$ cat config.mk
export PLATFORM = sky130hd
export DESIGN_NAME = primitive_window_fetch
export DESIGN_NICKNAME = d
export VERILOG_FILES = /design/src/rtl/primitive_window_fetch.sv
export SDC_FILE = /design/constraint.sdc
export NUM_CORES = 2
export LEC_CHECK = 0
export ABC_AREA = 1
export CORE_AREA = 2 2 260 262
export CTS_CLUSTER_SIZE = 28
export DETAILED_ROUTE_END_ITERATION = 6
export DIE_AREA = 0 0 262 264
export PLACE_DENSITY = 0.77
export SKIP_CTS_REPAIR_TIMING = 1
export SYNTH_ARGS = -nofsm -noshare
export SYNTH_HDL_FRONTEND = slang
export SYNTH_SLANG_ARGS = --single-unit
export TNS_END_PERCENT = 30
$ cat constraint.sdc
create_clock -name clk -period 19 [get_ports clk]
set_clock_uncertainty 0.05 [all_clocks]
set_input_delay 4.75 -clock clk [delete_from_list [all_inputs] [get_ports clk]]
set_output_delay 4.75 -clock clk [all_outputs]
set_load 0.05 [all_outputs]
$ cat src/rtl/primitive_window_fetch.sv
// Primitive window fetch: reads primitive records [start,end) from a
// synchronous RAM and returns them in windows of up to UNIT_SIZE records.
// Ports:
//   clk/reset       - clock and asynchronous active-high reset
//   abort           - restart strobe, discards the current query
//   query_*         - {start, end} query handshake (end exclusive)
//   mem_rd/addr     - RAM read request; mem_data returns one cycle later
//   win_*           - window handshake with per-slot mask and last flag
module primitive_window_fetch #(
  parameter int UNIT_SIZE   = 4,
  parameter int INDEX_WIDTH = 8,
  parameter int PRIM_WIDTH  = 128
) (
  input  logic                            clk,
  input  logic                            reset,
  input  logic                            abort,
  input  logic                            query_valid,
  input  logic [INDEX_WIDTH-1:0]          query_start,
  input  logic [INDEX_WIDTH-1:0]          query_end,
  output logic                            query_ready,
  output logic                            mem_rd,
  output logic [INDEX_WIDTH-1:0]          mem_addr,
  input  logic [PRIM_WIDTH-1:0]           mem_data,
  output logic                            win_valid,
  input  logic                            win_ready,
  output logic [UNIT_SIZE*PRIM_WIDTH-1:0] win_data,
  output logic [UNIT_SIZE-1:0]            win_mask,
  output logic                            win_last
);

  localparam int IW = INDEX_WIDTH;
  localparam int PW = PRIM_WIDTH;
  localparam int CW = INDEX_WIDTH + 1;
  localparam logic [CW-1:0] USZ = CW'(UNIT_SIZE);

  typedef enum logic [1:0] {
    IDLE,
    READ,
    DRAIN,
    PRESENT
  } state_t;

  function automatic logic [CW-1:0] chunk(input logic [CW-1:0] r);
    return (r > USZ) ? USZ : r;
  endfunction

  state_t                    state_q, state_d;
  logic [IW-1:0]             base_q, base_d;
  logic [CW-1:0]             rem_q, rem_d;
  logic [CW-1:0]             n_q, n_d;
  logic [CW-1:0]             k_q, k_d;
  logic                      cap_vld_q, cap_vld_d;
  logic [CW-1:0]             cap_slot_q, cap_slot_d;
  logic [UNIT_SIZE*PW-1:0]   data_q, data_d;
  logic [UNIT_SIZE-1:0]      mask_q, mask_d;

  logic [CW-1:0] q_rem;
  logic [CW-1:0] rem_next;

  // Remaining count is computed one bit wider so a full-range
  // query cannot wrap to zero.
  assign q_rem = (query_end > query_start)
               ? ({1'b0, query_end} - {1'b0, query_start})
               : '0;
  assign rem_next = rem_q - n_q;

  assign query_ready = (state_q == IDLE) && !abort;
  assign mem_rd      = (state_q == READ) && !abort;
  assign mem_addr    = (state_q == READ) ? base_q + k_q[IW-1:0] : '0;
  assign win_valid   = (state_q == PRESENT);
  assign win_last    = (state_q == PRESENT) && (rem_next == '0);
  assign win_data    = data_q;
  assign win_mask    = mask_q;

  always_comb begin
    state_d    = state_q;
    base_d     = base_q;
    rem_d      = rem_q;
    n_d        = n_q;
    k_d        = k_q;
    cap_vld_d  = 1'b0;
    cap_slot_d = k_q;
    data_d     = data_q;
    mask_d     = mask_q;

    // Read data lands one cycle after the request that fetched it.
    if (cap_vld_q) begin
      for (int s = 0; s < UNIT_SIZE; s++) begin
        if (cap_slot_q == CW'(s)) begin
          data_d[s*PW +: PW] = mem_data;
          mask_d[s]          = 1'b1;
        end
      end
    end

    unique case (state_q)
      IDLE: begin
        if (query_valid) begin
          base_d  = query_start;
          rem_d   = q_rem;
          n_d     = chunk(q_rem);
          k_d     = '0;
          data_d  = '0;
          mask_d  = '0;
          state_d = (q_rem == '0) ? PRESENT : READ;
        end
      end
      READ: begin
        cap_vld_d  = 1'b1;
        cap_slot_d = k_q;
        k_d        = k_q + 1'b1;
        if (k_q == n_q - 1'b1) state_d = DRAIN;
      end
      DRAIN: begin
        state_d = PRESENT;
      end
      PRESENT: begin
        if (win_ready) begin
          base_d  = base_q + n_q[IW-1:0];
          rem_d   = rem_next;
          n_d     = chunk(rem_next);
          k_d     = '0;
          data_d  = '0;
          mask_d  = '0;
          state_d = (rem_next != '0) ? READ : IDLE;
        end
      end
    endcase

    // Abort wins over every other transition, including an in-flight
    // capture and a window handshake in the same cycle.
    if (abort) begin
      state_d   = IDLE;
      cap_vld_d = 1'b0;
      data_d    = '0;
      mask_d    = '0;
    end
  end

  always_ff @(posedge clk or posedge reset) begin
    if (reset) begin
      state_q    <= IDLE;
      base_q     <= '0;
      rem_q      <= '0;
      n_q        <= '0;
      k_q        <= '0;
      cap_vld_q  <= 1'b0;
      cap_slot_q <= '0;
      data_q     <= '0;
      mask_q     <= '0;
    end else begin
      state_q    <= state_d;
      base_q     <= base_d;
      rem_q      <= rem_d;
      n_q        <= n_d;
      k_q        <= k_d;
      cap_vld_q  <= cap_vld_d;
      cap_slot_q <= cap_slot_d;
      data_q     <= data_d;
      mask_q     <= mask_d;
    end
  end

endmodule

* Word level (Yosys, flattened, before mapping)
Index checks and enable logic that the tools add are counted.
** Word-level totals
- Word-level logic and storage cells :: 87
- Register bits after elaboration :: 563
- Output and inout bits :: 528
** Operators by class
- $lt $le $gt $ge :: 3
- Equal/unequal tests :: 12
- Reduce and logical (&&, ||, !) cells :: 14
- Mux-type cells :: 43
- Add/subtract/negate cells :: 6
** Operators with widths (count)
- 512-bit 2-to-1 mux :: 4
- 512-bit one-hot mux with 2 select lines :: 1
- 128-bit 2-to-1 mux :: 4
- 9-bit 2-to-1 mux :: 9
- 9-bit one-hot mux with 2 select lines :: 2
- 9-bit zero test :: 3
- 9-bit one-hot mux with 3 select lines :: 1
- 8-bit 2-to-1 mux :: 3
- 9-bit by 2-bit equality test with 1-bit output, second input constant :: 2
- 9-bit by 3-bit > comparator with 1-bit output, second input constant :: 2
- 8-bit adder :: 2
- 4-bit 2-to-1 mux :: 4
- 8-bit one-hot mux with 2 select lines :: 1
- 2-bit 2-to-1 mux :: 5
- 9-bit by 1-bit adder with 9-bit output, second input constant :: 1
- 9-bit by 1-bit equality test with 1-bit output, second input constant :: 1
- 9-bit equality test :: 1
- 3-bit AND reduction :: 3
- 9-bit nonzero test :: 1
- 8-bit by 8-bit subtractor with 9-bit output :: 1
- 9-bit by 1-bit subtractor with 9-bit output, second input constant :: 1
- 9-bit subtractor :: 1
- 8-bit > comparator :: 1
- 2-bit one-hot mux with 4 select lines :: 1
- other kinds (13) :: 23

* Depth between registers and ports, before layout
- Depth after elaboration :: 7
- Depth in mapped cells :: 17

* Worst setup path before layout
No wires, ideal clock.
- Path type :: input -> output
- Start point :: input abort
- End point :: output mem_rd
- Cell stages on the path :: 1
- Slack :: 8.743 ns
- Arrival :: 5.457 ns
- Data required time :: 14.200 ns
- Cell sequence :: nor2_1
** Between the ends
- Longest elaborated chain between the ends :: 2
** Ends and longest elaborated chain
- start, declared :: line 16 : input logic abort,
- 1-bit zero test :: line 68 : assign mem_rd = (state_q == READ) && !abort;
- 1-bit logical AND :: line 68
- end, declared :: line 21 : output logic mem_rd,
No other way between the ends.

* Worst setup path in the final report
Same ends and word-level chain as after synthesis.

==> flow_metrics.tcl <==
set metrics [dict create \
    r2r_start "state_q[0]" \
    crit_path_frequent_cell "clkdlybuf4s50_1" \
    power_w 0.00411 \
    pre_cts_ws_ns 7.87 \
    cts_buffer_depth 3 \
    cts_max_level 3 \
    endpoint_kind "primary output" \
    cp-start-kind "input port" \
    setup_ws_ns 7.87 \
    fillCellCount 6073 \
    post-route-drc-count 0 \
    synth-seq-cells 563 \
    setup_viol 0 \
    yosysTopAreaCellShare 0.582 \
    grt.total_usage 0.244 \
    peakVddDrop_mv 0.200 \
    cts_buffers 66 \
    fin_nets 3558 \
    die_area_um2 69200 \
    hold_path.class "register to register" \
    final_max_slew_viol_count 0 \
    io_pins 677 \
    finalNonFillerCells 4285 \
    slowest_stage "clkdlybuf4s50_1" \
    yosys_most_used_dff "dfrtp_1" \
    seq_area_frac_synth 0.582 \
    relSlewSlack 0.175 \
    yosysUniqueCellTypes 42 \
    clkSinkCount 563 \
    die_y_um 264 \
    grt_max_degree 278 \
    synthArstFlopShare 1.00 \
    grt_pass1_vias 20800 \
    ant_nets 0 \
    area.growth.synth_to_final_pct 37.8 \
    cts.clk_slew.worst_paths_ns 0.06 \
    io_buffers 676 \
    core_area_um2 66600 \
    tritoncts "yes" \
    holdWs_ns 0.409 \
    worst-setup-path-type "input port to primary output" \
    die_w_um 262 \
    yosys.area.top_type "dfrtp_1" \
    synthCells 2777 \
    drive_gt1_frac 0.0425 \
    hold_viol 0 \
    clk_latency_ns 0.60 \
    yosysWarningCount 0 \
    synthTopCellsByArea "dfrtp_1 58%, nor2_1 17%, o21ai_0 11%" \
    powerDensity_nw_per_um2 123 \
    dp_cells 4174 \
    synth_edf_count 0 \
    firstDrtPassIters 5 \
    syn_area_um2 24200 \
    worstMarginPinSlew_ns 1.24 \
    viasPerCell 5.10 \
    crit_chain "clkdlybuf4s50_1 > nor2_1 > clkdlybuf4s50_1" \
    period_share 0.586 \
    syn_avg_cell_area_um2 8.72 \
    grt_pass1_wl_um 129000 \
    grt.overflow.total 0 \
    worstPathRequired_ns 14.20 \
    fmax_ghz 0.0899 \
    wl_per_cell_um 20.3 \
    p_leak_nw 14.2 \
    cap_violations 0 \
    fin_tns_setup_ns 0 \
    cts-root-buf "clkbuf_16" \
    hold_path.startpoint "cap_slot_d[8]" \
    arrival_ns 6.33 \
    crit_fanout 5 \
    initial_core_util 0.364 \
    totalWireLength_um 87200 \
    outcome "finished clean" \
    startpoint "abort" \
    rsz0062_at_grt "no" \
    dr_total_vias 21900 \
    row_count 95 \
    min_period_ns 11.13 \
    synthesis.nets 2966 \
    antenna_found_initial 5 \
    hpwl_um 57600 \
    crit_path_max_incr_delay_ns 0.84 \
    gp_congestion 0.902 \
    drt_iter0_drc 2247 \
]
cell type report:
cell class,instances,area (um^2),area share
multi-input combinational,1941,8770,0.263
inverter,99,385,0.0115
clock inverter,21,241,0.00724
antenna,3,7.51,0.000225
sequential,563,14100,0.422
timing repair buffer,698,6940,0.208
clock buffer,87,1840,0.0552
tap,873,1090,0.0327
cells in the final DEF, fill, tap and decap left out, drive strengths merged:
master / Yosys / final
nor3: 12 / 12
a21o: 2 / 2
xor2: 14 / 14
nand3: 39 / 39
clkdlybuf4s50: 0 / 676
a31oi: 9 / 9
o211ai: 2 / 2
bufinv: 0 / 1
buf: 111 / 22
a221oi: 1 / 1
clkbuf: 63 / 87
fa: 4 / 4
nand4: 10 / 10
nor4: 1 / 1
o21ai: 539 / 539
or2: 8 / 8
or4: 1 / 1
o22ai: 1 / 1
a22oi: 5 / 5
xnor3: 1 / 1
o21bai: 1 / 1
clkinv: 1 / 19
nand2: 120 / 120
nor2: 1097 / 1097
xnor2: 8 / 8
diode: 0 / 3
o221ai: 2 / 2
nand3b: 1 / 1
inv: 98 / 98
ha: 36 / 36
a21oi: 25 / 25
dfrtp: 563 / 563
clkinvlp: 0 / 2
nor3b: 2 / 2
flip-flops by register name (all words and copies together), names as in the netlist, 2 cells and up:
signal      cells
base_q          8
cap_slot_d      9
cap_slot_q      9
n_q             9
rem_q           9
state_q         2
win_data      512
win_mask        4
critical path, delay by kind of cell:
| kind | cells | cell delay, ns |
|---|---|---|
| buffers and inverters | 2 | 1.35 |
| AND/OR/NAND/NOR | 1 | 0.23 |
per-layer routing:
layer  GRT usage  up-vias  wire (um)
met4       0.153        0       5850
met5           0        -          0
met1       0.301    10500      33900
li1            -    10100          -
met3      0.0597      279       7390
met2       0.382      931      40000
report_power, final:
part	leakage [nW]	internal [W]	switching (W)
Clock	1.02	0.000701	0.000515
Combinational	5.35	0.000473	0.00105
Sequential	7.81	0.00130	0.0000745
Total	14.2	0.00248	0.00164
synthesized netlist by cell type (10+ instances only):
cell and count:
ha_1 36, nand4_1 10, inv_1 92, nor3_1 10
buf_6 12, buf_2 79, o21ai_0 526, a21oi_1 24
nand3_1 39, dfrtp_1 563, buf_8 10, nand2_1 120
nor2_1 1096, xor2_1 14, o21ai_1 13, clkbuf_1 61
metrics by stage:
stage / util / instance area [um^2]
after detailed placement: 0.470 / 31300
after global routing: 0.501 / 33400
final: 0.501 / 33400
after global placement: 0.470 / 31300
after floorplan: - / 24200
after CTS: 0.501 / 33400
final timing paths:
check	cells after the start	slack, ns	end
setup / recovery	3	7.87	mem_rd
hold / removal	0	0.41	cap_slot_q[8]
setup reg to reg	10	14.74	win_data[63]
hold reg to reg	0	0.41	cap_slot_q[8]
max in group asynchronous	5	11.24	win_data[406]
min in group asynchronous	2	4.50	win_data[365]
cell families after synthesis:
logic type               share of synthesized area
AO/OA/AOI/OAI                                0.124
XOR/XNOR                                   0.00889
adder cells (fa/ha/maj)                     0.0219
buffers and inverters                       0.0571
flip-flops                                   0.582
AND/OR/NAND/NOR                              0.206
(Power assumes the default switching activity.)
